==> src/rtl/sdram_init_refresh_pkg.sv <==
// Shared definitions for the SDRAM init/refresh sequencer: command encodings,
// FSM states and refresh-credit thresholds.
package sdram_init_refresh_pkg;

  typedef enum logic [3:0] {
    ST_INIT_WAIT,
    ST_INIT_PRE,
    ST_INIT_TRP,
    ST_INIT_REF,
    ST_INIT_TRC,
    ST_INIT_MRS,
    ST_INIT_TMRD,
    ST_IDLE,
    ST_REF_CMD,
    ST_REF_TRC
  } state_t;

  // Command vector ordering: {CS_n, RAS_n, CAS_n, WE_n}
  typedef logic [3:0] cmd_t;

  localparam cmd_t CMD_DESEL = 4'b1111;
  localparam cmd_t CMD_NOP   = 4'b0111;
  localparam cmd_t CMD_PRE   = 4'b0010;
  localparam cmd_t CMD_REF   = 4'b0001;
  localparam cmd_t CMD_MRS   = 4'b0000;

  localparam int          OWED_W           = 4;
  localparam logic [3:0]  URGENT_THRESHOLD = 4'd4;
  localparam logic [3:0]  OWED_MAX         = 4'd8;

  function automatic cmd_t state_cmd(input state_t s);
    case (s)
      ST_INIT_PRE:             return CMD_PRE;
      ST_INIT_REF, ST_REF_CMD: return CMD_REF;
      ST_INIT_MRS:             return CMD_MRS;
      default:                 return CMD_NOP;
    endcase
  endfunction

endpackage

==> src/rtl/sdram_init_refresh_timer.sv <==
// Refresh interval down-counter plus the saturating count of owed refreshes.
module sdram_init_refresh_timer
  import sdram_init_refresh_pkg::*;
#(
  parameter int REFRESH_INTERVAL = 780
) (
  input  logic              clk,
  input  logic              rst_n,
  input  logic              i_tick_en,
  input  logic              i_consume,
  output logic [OWED_W-1:0] o_owed,
  output logic              o_overrun
);

  localparam int CNT_W = $clog2(REFRESH_INTERVAL + 1);
  localparam logic [CNT_W-1:0] RELOAD = CNT_W'(REFRESH_INTERVAL - 1);

  logic [CNT_W-1:0]  r_cnt;
  logic [OWED_W-1:0] r_owed;
  logic              r_overrun;
  logic              w_tick;

  assign w_tick = i_tick_en && (r_cnt == '0);

  // NOTE: sequential state uses non-blocking assignments only, so every
  // register samples the pre-edge values of the others.
  always_ff @(posedge clk) begin
    if (!rst_n) begin
      r_cnt     <= RELOAD;
      r_owed    <= '0;
      r_overrun <= 1'b0;
    end else begin
      if (i_tick_en) r_cnt <= w_tick ? RELOAD : r_cnt - 1'b1;

      // A tick and a consume on the same edge cancel out, even when saturated.
      if (w_tick && !i_consume && r_owed != OWED_MAX) r_owed <= r_owed + 1'b1;
      else if (!w_tick && i_consume && r_owed != '0)  r_owed <= r_owed - 1'b1;

      if (w_tick && r_owed == OWED_MAX) r_overrun <= 1'b1;
    end
  end

  assign o_owed    = r_owed;
  assign o_overrun = r_overrun;

endmodule

==> src/rtl/sdram_init_refresh.sv <==
// SDRAM power-up init and periodic auto-refresh sequencer; owns the command
// bus during init and refresh. SDRAM_REFRESH_BURST_EN enables back-to-back drain.
module sdram_init_refresh
  import sdram_init_refresh_pkg::*;
#(
  parameter int          INIT_WAIT_CYCLES = 20000,
  parameter int          REFRESH_INTERVAL = 780,
  parameter int          T_RP             = 2,
  parameter int          T_RC             = 7,
  parameter int          T_MRD            = 2,
  parameter int          INIT_REFRESHES   = 8,
  parameter logic [11:0] MODE_WORD        = 12'h020
) (
  input  logic        MEMCLK,
  input  logic        RESET_n,
  input  logic        ram_busy,
  input  logic        ram_req,
  output logic        owns_bus,
  output logic        ref_hold,
  output logic        init_done,
  output logic        ref_overrun,
  output logic        CKE,
  output logic        CS_n,
  output logic        RAS_n,
  output logic        CAS_n,
  output logic        WE_n,
  output logic [11:0] MA,
  output logic [1:0]  BA
);

  // Wait states leave when the in-state counter reaches (duration - 1).
  localparam logic [15:0] L_INIT_WAIT = 16'(INIT_WAIT_CYCLES - 1);
  localparam logic [15:0] L_TRP       = 16'(T_RP - 2);
  localparam logic [15:0] L_TRC       = 16'(T_RC - 2);
  localparam logic [15:0] L_TMRD      = 16'(T_MRD - 2);
  localparam logic [7:0]  L_INIT_REFS = 8'(INIT_REFRESHES);

  state_t            r_state;
  state_t            w_next_state;
  logic [15:0]       r_cnt;
  logic [7:0]        r_init_refs;
  logic [15:0]       w_wait_last;
  logic              w_wait_done;
  logic [OWED_W-1:0] w_owed;
  logic              w_urgent;
  logic              w_consume;
  logic              w_overrun;

  logic              r_cke;
  cmd_t              r_cmd;
  logic [11:0]       r_ma;
  logic [1:0]        r_ba;
  logic              r_owns_bus;
  logic              r_ref_hold;
  logic              r_init_done;

  sdram_init_refresh_timer #(
    .REFRESH_INTERVAL(REFRESH_INTERVAL)
  ) u_timer (
    .clk      (MEMCLK),
    .rst_n    (RESET_n),
    .i_tick_en(r_init_done),
    .i_consume(w_consume),
    .o_owed   (w_owed),
    .o_overrun(w_overrun)
  );

  assign w_urgent  = (w_owed >= URGENT_THRESHOLD);
  assign w_consume = (w_next_state == ST_REF_CMD);

  // NOTE: every signal written here gets a default first, so no latch is inferred.
  always_comb begin
    w_wait_last = '0;
    case (r_state)
      ST_INIT_WAIT:           w_wait_last = L_INIT_WAIT;
      ST_INIT_TRP:            w_wait_last = L_TRP;
      ST_INIT_TRC, ST_REF_TRC: w_wait_last = L_TRC;
      ST_INIT_TMRD:           w_wait_last = L_TMRD;
      default:                w_wait_last = '0;
    endcase
  end

  assign w_wait_done = (r_cnt == w_wait_last);

  always_comb begin
    w_next_state = r_state;
    case (r_state)
      ST_INIT_WAIT: if (w_wait_done) w_next_state = ST_INIT_PRE;
      ST_INIT_PRE:  w_next_state = ST_INIT_TRP;
      ST_INIT_TRP:  if (w_wait_done) w_next_state = ST_INIT_REF;
      ST_INIT_REF:  w_next_state = ST_INIT_TRC;
      ST_INIT_TRC:
        if (w_wait_done)
          w_next_state = (r_init_refs == L_INIT_REFS) ? ST_INIT_MRS : ST_INIT_REF;
      ST_INIT_MRS:  w_next_state = ST_INIT_TMRD;
      ST_INIT_TMRD: if (w_wait_done) w_next_state = ST_IDLE;
      // The access engine wins ties until the owed count turns urgent.
      ST_IDLE:
        if (w_owed != '0 && !ram_busy && (w_urgent || !ram_req))
          w_next_state = ST_REF_CMD;
      ST_REF_CMD:   w_next_state = ST_REF_TRC;
      ST_REF_TRC: begin
        if (w_wait_done) begin
`ifdef SDRAM_REFRESH_BURST_EN
          w_next_state = (w_owed != '0 && !ram_busy) ? ST_REF_CMD : ST_IDLE;
`else
          w_next_state = ST_IDLE;
`endif
        end
      end
      default:      w_next_state = ST_INIT_WAIT;
    endcase
  end

  // Outputs are registered from the current state, so each command reaches
  // the pins one cycle after its state is entered.
  always_ff @(posedge MEMCLK) begin
    if (!RESET_n) begin
      r_state     <= ST_INIT_WAIT;
      r_cnt       <= '0;
      r_init_refs <= '0;
      r_cke       <= 1'b0;
      r_cmd       <= CMD_DESEL;
      r_ma        <= '0;
      r_ba        <= '0;
      r_owns_bus  <= 1'b1;
      r_ref_hold  <= 1'b1;
      r_init_done <= 1'b0;
    end else begin
      r_state <= w_next_state;
      r_cnt   <= (w_next_state != r_state) ? '0 : r_cnt + 1'b1;
      if (r_state == ST_INIT_REF) r_init_refs <= r_init_refs + 1'b1;

      r_cke      <= 1'b1;
      r_cmd      <= state_cmd(r_state);
      r_ma       <= (r_state == ST_INIT_PRE) ? 12'h400 :
                    (r_state == ST_INIT_MRS) ? MODE_WORD : 12'h000;
      r_ba       <= 2'b00;
      r_owns_bus <= (r_state != ST_IDLE);
      r_ref_hold <= (r_state != ST_IDLE) || w_urgent || (w_next_state == ST_REF_CMD);
      if (r_state == ST_IDLE) r_init_done <= 1'b1;
    end
  end

  assign CKE                    = r_cke;
  assign {CS_n, RAS_n, CAS_n, WE_n} = r_cmd;
  assign MA                     = r_ma;
  assign BA                     = r_ba;
  assign owns_bus               = r_owns_bus;
  assign ref_hold               = r_ref_hold;
  assign init_done              = r_init_done;
  assign ref_overrun            = w_overrun;

endmodule

==> config.mk <==
export PLATFORM = sky130hd
export DESIGN_NAME = sdram_init_refresh
export DESIGN_NICKNAME = d
export VERILOG_FILES = /design/src/rtl/sdram_init_refresh_pkg.sv /design/src/rtl/sdram_init_refresh_timer.sv /design/src/rtl/sdram_init_refresh.sv
export SDC_FILE = /design/constraint.sdc
export NUM_CORES = 1
export LEC_CHECK = 0
export BUFFER_PORTS_ARGS = -buffer_cell sky130_fd_sc_hd__buf_2
export CAP_MARGIN = 20
export CORE_ASPECT_RATIO = 1.25
export CORE_UTILIZATION = 45
export DETAILED_ROUTE_END_ITERATION = 10
export MAX_ROUTING_LAYER = met4
export PLACE_DENSITY = 0.65
export RECOVER_POWER = 50
export SYNTH_ARGS = -nofsm -noshare
export SYNTH_HDL_FRONTEND = slang
export SYNTH_SLANG_ARGS = --single-unit
==> constraint.sdc <==
create_clock -name MEMCLK -period 3.6 [get_ports MEMCLK]
set_clock_uncertainty 0.15 [all_clocks]
set_input_delay 0.54 -clock MEMCLK [delete_from_list [all_inputs] [get_ports MEMCLK]]
set_output_delay 0.54 -clock MEMCLK [all_outputs]
set_load 0.01 [all_outputs]
Word-level counts from Yosys, hierarchy flattened
Index checks and enable logic that the tools add are counted.
Widths: inputs -> output; s select.
{ "totals": {"register_bits": 63, "out_inout_bits": 23} }
{ "classes": {"n_addsub": 5, "magnitude_cmp": 1, "n_eq_ne": 16, "n_mux": 15, "bitwise": 1, "n_reduce_logical": 24} }
{ "op_table": {"columns": ["op", "n"], "rows": [
  ["$pmux 4 s9", 1],
  ["$pmux 15 s2", 1],
  ["$mux 4", 7],
  ["$add 16x1->16 const B", 1],
  ["$eq 16x16->1", 1],
  ["$eq 4x3->1 const B", 4],
  ["$eq 4x4->1 const B", 4],
  ["$mux 11", 1],
  ["$logic_not 10->1", 1],
  ["$mux 10", 1],
  ["$reduce_or 2->1", 5],
  ["$sub 10x1->10 const B", 1],
  ["$pmux 3 s3", 1],
  ["$add 8x1->8 const B", 1],
  ["$eq 4x2->1 const B", 2],
  ["$eq 8x4->1 const B", 1],
  ["$logic_and 1x1->1", 8],
  ["$mux 6", 1],
  ["$add 4x1->4 const B", 1],
  ["$eq 4x1->1 const B", 1],
  ["$ge 4x3->1 const B", 1],
  ["$logic_not 1->1", 4],
  ["$logic_not 4->1", 1],
  ["$ne 4x3->1 const B", 1],
  ["9 further kinds", 11]
]} }

Longest topological paths before layout
Gate-level depths: netlist (run 1).
{ "depth": {"depth_word": 11, "depth_mapped": 11} }

Modules after synthesis
A second synthesis (run 1) with hierarchy kept.
{ "unflattened": {"hier_cells": 305, "area_unflattened_um2": 2747.6} }
{ "modules_own_cells": {"columns": ["module", "n_inst", "cells_per_inst", "area_each_um2", "seq_area_each_um2"], "rows": [
  ["sdram_init_refresh", 1, 213, 1895.6, 760.7],
  ["sdram_init_refresh_timer", 1, 92, 852.1, 300.3]
]} }

Worst setup path before layout (run 1)
No wires, ideal clock.
{ "synth_path": {"path_type": "input -> register", "startpoint": "in ram_req", "endpoint": "reg u_timer.r_owed[3], in the netlist u_timer.o_owed[3]", "setup_ps": 72, "t_arrival_ps": 2442, "required_time_ps": 3378, "path_slack_ps": 937, "stages": 9, "cell_sequence": "o21bai_1 a2111oi_2 nor4_2 inv_2 ha_1 a21o_1 a21oi_1 mux2i_1 mux2i_1"} }
{ "synth_between": {"elab_chain_len": 10, "word_cells_on_any_way": 13} }
{ "synth_lines": {"columns": ["item", "line_no", "text"], "rows": [
  ["start: declaration", "sdram_init_refresh.sv:17", "input logic ram_req,"],
  ["$logic_not 1->1 *", "sdram_init_refresh.sv:99", "if (w_owed != '0 && !ram_busy && (w_urgent || !ram_req))"],
  ["$logic_or 1x1->1 *", "sdram_init_refresh.sv:99", null],
  ["$logic_and 1x1->1 *", "sdram_init_refresh.sv:99", null],
  ["$mux 4 *", "sdram_init_refresh.sv:99", null],
  ["$pmux 4 s9 *", "sdram_init_refresh.sv:87", "case (r_state)"],
  ["$eq 4x4->1 *", "sdram_init_refresh.sv:69", "assign w_consume = (w_next_state == ST_REF_CMD);"],
  ["$logic_not 1->1", "sdram_init_refresh_timer.sv:36", "if (w_tick && !i_consume && r_owed != OWED_MAX) r_owed <= r_owed + 1'b1;"],
  ["$logic_and 1x1->1 (2 in series)", "sdram_init_refresh_timer.sv:36", null],
  ["$mux 4 / $reduce_bool 2->1 (equally long branches)", null, null],
  ["end signal: assignment", "sdram_init_refresh_timer.sv:36", null],
  ["end signal: assignment", "sdram_init_refresh_timer.sv:37", "else if (!w_tick && i_consume && r_owed != '0) r_owed <= r_owed - 1'b1;"],
  ["end: declaration", "sdram_init_refresh_timer.sv:19", "logic [OWED_W-1:0] r_owed;"]
]} }
Every way passes the cells marked *; elsewhere a longest branch is shown, timed or not.
A chain may end at the register's enable or synchronous reset.

Final worst setup path (run 1)
{ "layout_path": {"startpoint": "reg r_state[3]", "endpoint": "reg u_timer.r_owed[3], in the netlist u_timer.o_owed[3]"} }
{ "layout_between": {"elab_chain_len": 11, "word_cells_on_any_way": 28} }
{ "layout_lines": {"columns": ["item", "line_no", "text"], "rows": [
  ["start: declaration", "sdram_init_refresh.sv:38", "state_t r_state;"],
  ["start signal: assignment", "sdram_init_refresh.sv:130", "r_state <= w_next_state;"],
  ["$eq 4x4->1 / $eq 4x3->1 (equally long branches)", "sdram_init_refresh.sv:74, sdram_init_refresh.sv:87", null],
  ["$reduce_or 2->1", "sdram_init_refresh.sv:74", "case (r_state)"],
  ["$pmux 15 s2", "sdram_init_refresh.sv:74", null],
  ["$eq 16x16->1", "sdram_init_refresh.sv:83", "assign w_wait_done = (r_cnt == w_wait_last);"],
  ["$mux 4 (on tied branches)", null, null],
  ["$pmux 4 s9 *", "sdram_init_refresh.sv:87", null],
  ["$eq 4x4->1 *", "sdram_init_refresh.sv:69", null],
  ["$logic_not 1->1", "sdram_init_refresh_timer.sv:36", null],
  ["$logic_and 1x1->1 (2 in series)", "sdram_init_refresh_timer.sv:36", null],
  ["$mux 4 / $reduce_bool 2->1 (equally long branches)", null, null]
]} }
Marks and branches as above.

==> results.ini, run 1 <==
[hold_path]
hold_path.startpoint = u_timer.o_overrun$_SDFFE_PN0P_
min-delay-path-class = flop to flop

[clock_tree]
clk_transition_reported_paths_ns = 0.10
clock_insertion_delay_worst_skew_ns = 0.31
cts_tree = done
clock_root_cell = clkbuf_8
cts_htree_levels = 2
cts_max_path_buffers = 2
post-cts-setup-buffers = 0
cts_resized = 0
hold_fix_buffer_count_after_cts = 0
clock_sink_count = 53
cts_buffers = 5

[critical_path]
rr_startpoint = r_state[3]$_SDFF_PN0_
path_common_cell = mux2i_1
endpoint_kind = flop
crit_chain = nand2b_1, a2111oi_2, nor4_2, inv_2, ha_1, a21o_1, a21oi_1, mux2i_1, mux2i_1
path_delay_family = simple AND/OR/NAND/NOR gates
worstSetupPathDepth = 9
timing.critical_path.from_type = flop
critical_path_buf_inv_count = 1
regToRegSetupSlack_ns = 0.67
timing.critical_path.from = r_state[3]$_SDFF_PN0_
reg2regPathDepth = 9
worstPathArrival_ns = 3.03
worstReg2RegEnd = u_timer.o_owed[3]$_SDFFE_PN0P_
critical_path.max_stage_delay_ns = 0.65
critical_path.endpoint = u_timer.o_owed[3]$_SDFFE_PN0P_
cp_slowest_cell = dfxtp_1
max_fo_critical_path = 17
worstPathRequired_ns = 3.70
critical_path_class = flop to flop

[placement]
io_buffers = 14
hpwl_um = 3670
gp_congestion = 0.841
dp_worst_setup_slack_ns = 0.598

[synthesis]
post_synth_num_cell_types = 61
synth_area_per_cell_um2 = 9.14
post_synth_xor_area_fraction_pct = 8.74
synth_cells = 307
yosys.cell_count.top_type = dfxtp_1
ys.flop_type = dfxtp_1
synth_seq_area_share_pct = 37.8
ys_top_cells_by_area = dfxtp_1 (38%), a211oi_2 (4.9%), xor2_1 (4.7%)
synth-edff-count = 0
dominant_combinational_cell_family_by_area_after_synthesis = simple AND/OR/NAND/NOR gates
netlist.top_cell.by_area = dfxtp_1
yosys_register_bits = 53
post_synth_fa_ha_maj_area_fraction_pct = 3.39
share_of_cell_area_taken_by_muxes_after_synthesis_pct = 0.714
synth_commonest_cells = dfxtp_1 (53), nor2_1 (30), nand2_1 (21), xor2_1 (15), a21oi_1 (14)
synth_largest_type_area_fraction_pct = 37.8
synth-async-reset-ratio_pct = 0
synth_compound_area_share_pct = 17.0
yosys_warnings = 0
yosys.area_share.simple_pct = 24.4
syn-cell-area_um2 = 2810

[floorplan]
core-area_um2 = 5900
die_h_um = 90.3
rows = 31
die_area_um2 = 6560
floorplan.io_pins = 27
initial_utilization_pct = 47.6
die-width_um = 72.6

[power_and_ir_drop]
intPower_uw = 806
vdd_ir_drop_max_v = 0.000212
power-per-cell-area_nw_per_um2 = 351
net-switching-power_uw = 227
power_frac_seq_pct = 57.6
power.leakage_uw = 0.00109
p_comb_share_pct = 2.7
power.clock.fraction_pct = 39.7
power.share.switching_pct = 22.0
p_total_uw = 1030

[timing]
setup_viol = 0
rsz0062_at_grt = no
tns_ns = 0
maxSlewViolCount = 0
setup_slack_ns = 0.666
final_period_minus_worst_setup_slack_ns = 2.93
fmaxAchievable_mhz = 341
timing.final.crit_share_pct = 81.5
worst_margin_slew_ns = 0.798
maxSlewHeadroom_pct = 46.4
hold_viol = 0

[routing]
route.antenna.remaining_nets = 0
avgRoutedWirePerCell_um = 12.9
route.detailed.vias_per_inst = 5.25
detailedRoute.firstPassIterationCount = 4
dr.first_iter.drc_count = 100
route.detailed.drc = 0
dr_total_vias = 2101
routed_wl_um = 5170

[global_route]
via_count_of_the_first_global_routing_pass = 1947
grt_remaining_overflow = 0
grt_pass1_wl_um = 8780
total_routing_usage_reported_by_global_routing_pct = 17.1
antenna_found_initial = 0
grt_start_max_net_pins = 18

[cells_and_area]
num_antenna_cells = 0
areaGrowthSynthToFinish_pct = 5.00
layout_cell_share_with_drive_strength_beyond_1_pct = 10.7
nNetsFinal = 328

[job]
maxCapViolCount = 0

[run_status]
outcome = finished, final reports clean

==> tightest hold or removal path, delay by kind of cell, from the launching register on <==
kind | cells | cell delay (ns)
compound gates | 1 | 0.04
flops | 1 | 0.34
simple gates | 1 | 0.07
==> logic make-up after synthesis <==
kind of cell | Yosys count
compound gates | 58
xor+xnor | 28
fa+ha+maj | 7
buf+inv | 34
flops | 53
mux | 2
other cells | 1
simple gates | 124
==> routing by layer <==
metal / global-route usage [%] / vias to the layer above / wire length [um]
met1: 19.9 / 988 / 2360
li1: - / 1082 / -
met4: 4.74 / 0 / 42
met3: 3.68 / 4 / 108
met2: 29.2 / 27 / 2660
met5: - / - / 0
==> layout make-up <==
cell class	instances	area, um^2
clock buffers	5	68.8
clock inverters	3	43.8
fillers	594	2950
inverters	9	33.8
multi-input cells	231	1560
flip-flops and latches	53	1060
well taps	82	103
repair buffers	17	73.8
==> flip-flops by register name, indices dropped and copies added (netlist names) <==
signal             count
owns_bus               1
ref_hold               1
u_timer.o_overrun      1
CKE                    1
r_cmd                  4
r_state                4
init_done              1
MA                     2
u_timer.o_owed         4
u_timer.r_cnt         10
r_init_refs            8
r_cnt                 16
==> power by group through the flow <==
stage,sequential [uW],combinational (uW),clock [uW]
after global routing,596,31.3,444
after floorplan,608,32.7,0
after detailed placement,608,28.9,0
after global placement,608,28.8,0
final,595,27.7,410
after CTS,595,28.9,420
==> layout by cell type, fill, tap and decap left out, types with 2 or more instances in the layout <==
master / netlist / final
a211oi_2: 11 / 11
nand3_1: 9 / 9
a21oi_1: 14 / 14
a21o_1: 2 / 2
o31ai_1: 2 / 2
nand3b_1: 2 / 2
nor4_1: 5 / 5
and4bb_1: 1 / 2
buf_4: 12 / 2
a211oi_1: 6 / 6
nand2b_1: 9 / 9
or3_1: 3 / 3
nand2_1: 21 / 21
o21bai_1: 2 / 2
clkbuf_1: 6 / 13
xnor2_1: 13 / 13
nor2_1: 30 / 30
nor3_1: 9 / 10
ha_1: 6 / 6
conb_1: 1 / 12
and3_1: 5 / 5
nor4_2: 2 / 2
nand4_1: 9 / 9
o21ai_0: 11 / 11
clkbuf_8: 0 / 5
mux2i_1: 2 / 2
dfxtp_1: 53 / 53
buf_2: 3 / 2
inv_1: 7 / 7
xor2_1: 15 / 15
nor2b_1: 4 / 4
==> stage by stage <==
step | hold slack [ns] | instances | utilization [%] | instance area [um^2]
floorplan | 0.301 | 318 | - | 2850
global placement | 0.301 | 392 | 48.5 | 2860
detailed placement | 0.302 | 392 | 48.5 | 2860
CTS | 0.339 | 400 | 50.4 | 2970
global route | 0.361 | 400 | 50.0 | 2950
finish | 0.332 | 400 | 50.0 | 2950
==> worst min-delay path by stage <==
stage          depth (start not counted)                              to
6_report                               2  u_timer.o_overrun$_SDFFE_PN0P_
5_1_grt                                2     r_init_refs[7]$_SDFFE_PN0P_
4_1_cts                                2  u_timer.o_overrun$_SDFFE_PN0P_
3_5_place_dp                           2  u_timer.o_overrun$_SDFFE_PN0P_
3_3_place_gp                           2  u_timer.o_overrun$_SDFFE_PN0P_
2_1_floorplan                          2  u_timer.o_owed[3]$_SDFFE_PN0P_
No activity file was read; power rests on OpenSTA's default activity.
==> run 2, diff against run 1 <==
clock period = 3 ns   (was 3.6 ns; I/O delays follow)
==> run 2 against run 1 <==
  * Worst hold slack lost 0.0053 ns
  * Die area is the same
  * Routed wire length shrank 1.3%
  * Largest power group unchanged
  * Critical path type unchanged
  * Total power grew 10%
  * Global-route usage grew 0.094 points
  * Fmax grew 8.4%
  * Via count grew 0.86%
  * First-iteration DRC count shrank 12%
  * Sequential share of layout area shrank 0.29 points
  * Cell area grew 0.81%
==> results.ini, run 2 (synthesis results as in run 1) <==
[power_and_ir_drop]
vdd_ir_drop_max_v = 0.000270  ; was 0.000212 V
power.leakage_uw = 0.00109  ; about the same
power-per-cell-area_nw_per_um2 = 383  ; was 351 nW/um^2

[placement]
io_buffers = 14  ; unchanged
hpwl_um = 3650  ; was 3670 um
dp_worst_setup_slack_ns = 0.124  ; was 0.598 ns
gp_congestion = 0.811  ; was 0.841

[cells_and_area]
final_cell_mix = dfxtp_1 (53), nor2_1 (30), nand2_1 (21), clkbuf_1 (17), xor2_1 (15)  ; was dfxtp_1 (53), nor2_1 (30), nand2_1 (21), xor2_1 (15), a21oi_1 (14)
number_of_flip_flops_in_the_largest_register = 16  ; unchanged
registers.top_by_ff_count = r_cnt  ; unchanged
postLayoutCoreUtil_pct = 50.4  ; was 50.0%
nNetsFinal = 334  ; was 328
mostFrequentLayoutCell = dfxtp_1  ; unchanged
largestRegisters = r_cnt: 16 flops, u_timer.r_cnt: 10 flops, r_init_refs: 8 flops  ; unchanged
num_antenna_cells = 0  ; unchanged
layout_cell_share_with_drive_strength_beyond_1_pct = 11.4  ; was 10.7%
areaGrowthSynthToFinish_pct = 5.84  ; was 5.00%
fillerInstances = 585  ; was 594

[routing]
detailedRoute.firstPassIterationCount = 6  ; was 4
route.detailed.vias_per_inst = 5.22  ; was 5.25
route.antenna.remaining_nets = 0  ; unchanged
route.detailed.drc = 0  ; unchanged
avgRoutedWirePerCell_um = 12.6  ; was 12.9 um
dr.first_iter.drc_count = 88  ; was 100
dr_total_vias = 2119  ; was 2101
routed_wl_um = 5100  ; was 5170 um

[floorplan]
core-area_um2 = 5900  ; unchanged
rows = 31  ; unchanged
initial_utilization_pct = 47.6  ; unchanged
die_area_um2 = 6560  ; unchanged
die_h_um = 90.3  ; unchanged
floorplan.io_pins = 27  ; unchanged
die-width_um = 72.6  ; unchanged

[clock_tree]
clk_transition_reported_paths_ns = 0.09  ; was 0.10 ns
cts_max_path_buffers = 2  ; unchanged
cts_htree_levels = 2  ; unchanged
cts_buffers = 5  ; unchanged
clock_root_cell = clkbuf_8  ; unchanged
cts_tree = done  ; unchanged
clock_sink_count = 53  ; unchanged
hold_fix_buffer_count_after_cts = 0  ; unchanged
clock_insertion_delay_worst_skew_ns = 0.31  ; about the same

[critical_path]
max_fo_critical_path = 7  ; was 17
reg2regPathDepth = 11  ; was 9
endpoint_kind = flop  ; unchanged
rr_startpoint = u_timer.r_cnt[0]$_SDFFE_PN1P_  ; was r_state[3]$_SDFF_PN0_
worstPathArrival_ns = 2.79  ; was 3.03 ns
cp_slowest_cell = dfxtp_1  ; unchanged
worstReg2RegEnd = u_timer.o_owed[3]$_SDFFE_PN0P_  ; unchanged
worstPathRequired_ns = 3.08  ; was 3.70 ns
timing.critical_path.from_type = flop  ; unchanged
crit_chain = inv_1, ha_1, and4bb_1, nand2b_1, nor4_4, inv_2, ha_1, a21o_1, a21oi_1, mux2i_1, mux2i_1  ; was nand2b_1, a2111oi_2, nor4_2, inv_2, ha_1, a21o_1, a21oi_1, mux2i_1, mux2i_1
critical_path.max_stage_delay_ns = 0.35  ; was 0.65 ns
regToRegSetupSlack_ns = 0.29  ; was 0.67 ns
critical_path_class = flop to flop  ; unchanged

[timing]
setup_viol = 0  ; unchanged
maxSlewViolCount = 0  ; unchanged
timing.final.crit_share_pct = 90.2  ; was 81.5%
maxSlewHeadroom_pct = 49.7  ; was 46.4%
fmaxAchievable_mhz = 369  ; was 341 MHz
rsz0062_at_grt = no  ; unchanged
setup_slack_ns = 0.293  ; was 0.666 ns
tns_ns = 0  ; unchanged
worst_margin_slew_ns = 0.749  ; was 0.798 ns
hold_viol = 0  ; unchanged
final_period_minus_worst_setup_slack_ns = 2.71  ; was 2.93 ns

[global_route]
grt_busiest_layer = met2  ; unchanged
total_routing_usage_reported_by_global_routing_pct = 17.2  ; was 17.1%
met2_usage_pct = 29.7  ; was 29.2%
use_met1_pct = 19.8  ; was 19.9%
grt_remaining_overflow = 0  ; unchanged
grt_pass1_wl_um = 8890  ; was 8780 um
grt_start_max_net_pins = 18  ; unchanged
via_count_of_the_first_global_routing_pass = 1990  ; was 1947
antenna_found_initial = 0  ; unchanged
grtUsageMet3_pct = 3.01  ; was 3.68%

[hold_path]
hold_path.startpoint = u_timer.o_overrun$_SDFFE_PN0P_  ; unchanged
min-delay-path-class = flop to flop  ; unchanged
whs_path_depth = 2  ; unchanged
hold-path-endpoint = u_timer.o_overrun$_SDFFE_PN0P_  ; unchanged

[run_status]
outcome = finished, final reports clean  ; unchanged

[job]
maxCapViolCount = 0  ; unchanged

==> run 2: metrics by stage <==
stage               hold WS (ns)  power, uW  cell area (um^2)  std cells
floorplan                  0.301        769              2850        318
global placement           0.298        765              2900        398
detailed placement         0.304        765              2900        398
finish                     0.326       1140              2970        406
CTS                        0.269       1150              2990        406
global route               0.355       1190              2970        406
==> run 2: layer usage <==
| layer | vias up | share of wire, % |
|---|---|---|
| met5 | - | 0 |
| met4 | 0 | 1.4 |
| met3 | 8 | 3.2 |
| met2 | 33 | 51 |
| met1 | 979 | 44 |
| li1 | 1099 | - |
==> run 2: how the worst max path moves through the flow <==
stage                                        startpoint                              to  slack (ns)
after global placement    u_timer.r_cnt[4]$_SDFFE_PN0P_  u_timer.o_owed[3]$_SDFFE_PN0P_        0.28
after floorplan           u_timer.r_cnt[4]$_SDFFE_PN0P_  u_timer.o_owed[3]$_SDFFE_PN0P_        0.42
final                     u_timer.r_cnt[0]$_SDFFE_PN1P_  u_timer.o_owed[3]$_SDFFE_PN0P_        0.29
after global routing      u_timer.r_cnt[4]$_SDFFE_PN0P_  u_timer.o_owed[3]$_SDFFE_PN0P_        0.05
after detailed placement  u_timer.r_cnt[4]$_SDFFE_PN0P_  u_timer.o_owed[3]$_SDFFE_PN0P_        0.12
after CTS                 u_timer.r_cnt[4]$_SDFFE_PN0P_  u_timer.o_owed[3]$_SDFFE_PN0P_        0.11
==> run 2: layout make-up <==
class / instances / area, um^2 / share of cell area, %
Tap cell: 82 / 103 / 3.46
Inverter: 9 / 33.8 / 1.14
Clock buffer: 7 / 76.3 / 2.57
Multi-Input combinational cell: 231 / 1580 / 53.1
Timing Repair Buffer: 23 / 111 / 3.75
Sequential cell: 53 / 1060 / 35.7
Clock inverter: 1 / 7.51 / 0.253
==> run 2: worst max-delay path, delay by kind of cell, from the launching register on <==
family,cells,cell delay (ns)
AOI/OAI and AO/OA,2,0.35
adders and majority gates,2,0.47
buffers and inverters,2,0.20
DFF,1,0.35
muxes,2,0.44
and+or+nand+nor,3,0.69
==> run 2: report_power, final <==
group | internal [uW] | leakage (uW) | switching, uW
Clock | 166 | 0.0000385 | 224
Combinational | 8.39 | 0.000626 | 25.0
Sequential | 708 | 0.000429 | 5.63
==> run 2: repair_timing <==
item,CTS,global route
setup endpoints to repair,0,1
resized for setup,0,2
setup buffers,0,0
==> run 3, diff against run 2 <==
CORE_UTILIZATION = 59   (was 45)
PLACE_DENSITY = 0.81   (was 0.65)
==> run 3 against run 2 <==
  * Non-clock buffer count fell by 1
  * Core utilization grew 15 points
  * Worst setup slack worse by 0.020 ns
  * Via count grew 3.2%
  * Global-route usage increased by 5.6 points
  * Total power rose by 3.1%
  * Cell count decreased by 6.2%
  * Fmax fell by 0.73%
  * Clock-buffer cell count decreased by 1
  * Largest cell class unchanged
  * Largest power group unchanged
==> results.ini, run 3 (synthesis results as in run 1) <==
[hold_path]
min-delay-path-class = flop to flop  ; unchanged

[floorplan]
floorplan.io_pins = 27  ; unchanged
rows = 27  ; was 31
die_h_um = 79.1  ; was 90.3 um
die_area_um2 = 5040  ; was 6560 um^2
die-width_um = 63.7  ; was 72.6 um
initial_utilization_pct = 62.4  ; was 47.6%
core-area_um2 = 4490  ; was 5900 um^2

[run_status]
outcome = finished, final reports clean  ; unchanged

[timing]
setup_viol = 0  ; unchanged
maxSlewViolCount = 0  ; unchanged
timing.final.crit_share_pct = 90.9  ; was 90.2%
rsz0062_at_grt = no  ; unchanged
maxSlewHeadroom_pct = 49.4  ; was 49.7%
setup_slack_ns = 0.273  ; was 0.293 ns
tns_ns = 0  ; unchanged
worst_margin_slew_ns = 0.753  ; was 0.749 ns
final_period_minus_worst_setup_slack_ns = 2.73  ; was 2.71 ns
fmaxAchievable_mhz = 367  ; was 369 MHz
hold_viol = 0  ; unchanged

[clock_tree]
clock_insertion_delay_worst_skew_ns = 0.32  ; was 0.31 ns
cts_htree_levels = 2  ; unchanged
cts_resized = 0  ; unchanged
post-cts-setup-buffers = 0  ; unchanged
cts_max_path_buffers = 2  ; unchanged
cts_buffers = 5  ; unchanged
clock_root_cell = clkbuf_8  ; unchanged
clk_transition_reported_paths_ns = 0.10  ; was 0.09 ns
clock_sink_count = 53  ; unchanged
hold_fix_buffer_count_after_cts = 0  ; unchanged
cts_tree = done  ; unchanged

[placement]
place_area_um2 = 2860  ; was 2900 um^2
gp_congestion = 0.815  ; was 0.811
io_buffers = 14  ; unchanged
hpwl_um = 3760  ; was 3650 um
dp_worst_setup_slack_ns = 0.173  ; was 0.124 ns

[cells_and_area]
largestRegisters = r_cnt: 16 flops, u_timer.r_cnt: 10 flops, r_init_refs: 8 flops  ; unchanged
registers.top_by_ff_count = r_cnt  ; unchanged
areaGrowthSynthToFinish_pct = 4.50  ; was 5.84%
num_antenna_cells = 0  ; unchanged
final_cell_mix = dfxtp_1 (53), nor2_1 (30), nand2_1 (21), clkbuf_1 (16), xor2_1 (15)  ; was dfxtp_1 (53), nor2_1 (30), nand2_1 (21), clkbuf_1 (17), xor2_1 (15)
fillerInstances = 383  ; was 585
layout.cell_area.non_filler_um2 = 2930  ; was 2970 um^2
seq_area_um2 = 1060  ; unchanged
nNetsFinal = 333  ; was 334
number_of_flip_flops_in_the_largest_register = 16  ; unchanged
layout_cell_share_with_drive_strength_beyond_1_pct = 11.5  ; was 11.4%
footprint_of_the_multi_input_gates_um2 = 1570  ; was 1580 um^2
mostFrequentLayoutCell = dfxtp_1  ; unchanged

[critical_path]
worstPathArrival_ns = 2.82  ; was 2.79 ns
timing.critical_path.from_type = flop  ; unchanged
path_delay_family = simple AND/OR/NAND/NOR gates  ; unchanged
max_fo_critical_path = 7  ; unchanged
critical_path_buf_inv_count = 2  ; unchanged
crit_chain = inv_1, ha_1, and4bb_1, nand2b_1, nor4_2, inv_2, ha_1, a21o_1, a21oi_1, mux2i_1, mux2i_1  ; was inv_1, ha_1, and4bb_1, nand2b_1, nor4_4, inv_2, ha_1, a21o_1, a21oi_1, mux2i_1, mux2i_1
critical_path.max_stage_delay_ns = 0.34  ; was 0.35 ns
endpoint_kind = flop  ; unchanged
worstPathRequired_ns = 3.10  ; was 3.08 ns
cp_slowest_cell = dfxtp_1  ; unchanged
critical_path_class = flop to flop  ; unchanged

[power_and_ir_drop]
power.leakage_uw = 0.00110  ; was 0.00109 uW
net-switching-power_uw = 268  ; was 255 uW
power.clock.fraction_pct = 36.2  ; was 34.3%
power_frac_seq_pct = 60.9  ; was 62.8%
power.share.switching_pct = 22.9  ; was 22.4%
vdd_ir_drop_max_v = 0.000271  ; was 0.000270 V
power-per-cell-area_nw_per_um2 = 400  ; was 383 nW/um^2
p_comb_share_pct = 2.9  ; about the same
intPower_uw = 904  ; was 882 uW

[routing]
route.detailed.drc = 0  ; unchanged
route.antenna.remaining_nets = 0  ; unchanged
route.detailed.vias_per_inst = 5.74  ; was 5.22
dr_total_vias = 2187  ; was 2119
avgRoutedWirePerCell_um = 13.8  ; was 12.6 um
dr.first_iter.drc_count = 154  ; was 88
routed_wl_um = 5260  ; was 5100 um
detailedRoute.firstPassIterationCount = 4  ; was 6

[global_route]
antenna_found_initial = 0  ; unchanged
grt_start_max_net_pins = 19  ; was 18
grt_pass1_wl_um = 8810  ; was 8890 um
total_routing_usage_reported_by_global_routing_pct = 22.8  ; was 17.2%
via_count_of_the_first_global_routing_pass = 2132  ; was 1990
grt_remaining_overflow = 0  ; unchanged

[job]
maxCapViolCount = 0  ; unchanged

[run 3: per-layer routing]
| metal | vias to the layer above | share of wire (%) | GRT usage (%) |
|---|---|---|---|
| met2 | 40 | 53 | 42.9 |
| li1 | 1094 | - | - |
| met4 | 0 | 1.8 | 10.5 |
| met1 | 1044 | 42 | 22.0 |
| met3 | 9 | 3.3 | 4.74 |
| met5 | - | 0 | - |
[run 3: layout make-up]
| type | instances | area share (%) |
|---|---|---|
| multi-input cells | 231 | 53.5 |
| flip-flops and latches | 53 | 36.2 |
| repair buffers | 22 | 3.41 |
| clock buffers | 6 | 2.82 |
| well taps | 58 | 2.48 |
| inverters | 9 | 1.15 |
| clock inverters | 2 | 0.469 |
[run 3: final timing paths]
check	to	depth (start not counted)	startpoint	slack [ns]
worst max register to register	u_timer.o_owed[3]$_SDFFE_PN0P_	11	u_timer.r_cnt[0]$_SDFFE_PN1P_	0.27
worst min register to register	r_init_refs[7]$_SDFFE_PN0P_	2	r_init_refs[7]$_SDFFE_PN0P_	0.35
worst max-delay path	u_timer.o_owed[3]$_SDFFE_PN0P_	11	u_timer.r_cnt[0]$_SDFFE_PN1P_	0.27
worst min-delay path	r_init_refs[7]$_SDFFE_PN0P_	2	r_init_refs[7]$_SDFFE_PN0P_	0.35
[run 3: through the flow]
| step | std cells | hold slack (ns) | power, uW | util [%] |
|---|---|---|---|---|
| after floorplan | 318 | 0.301 | 769 | - |
| after global placement | 373 | 0.319 | 764 | 63.7 |
| after detailed placement | 373 | 0.330 | 765 | 63.7 |
| after CTS | 381 | 0.255 | 1180 | 65.9 |
| after global routing | 381 | 0.379 | 1220 | 65.2 |
| final | 381 | 0.348 | 1170 | 65.2 |
[run 3: tightest hold or removal path, stage by stage, from the launching register on]
cell and delay (ns):
dfxtp_1 0.33, o21ai_0 0.07, a21oi_1 0.06
[run 3: power groups by stage]
stage               clock, uW  sequential [uW]  combinational (uW)
finish                    424              714                33.7
global route              463              714                37.9
CTS                       433              713                34.9
global placement            0              730                33.9
floorplan                   0              730                39.2
detailed placement          0              730                34.9
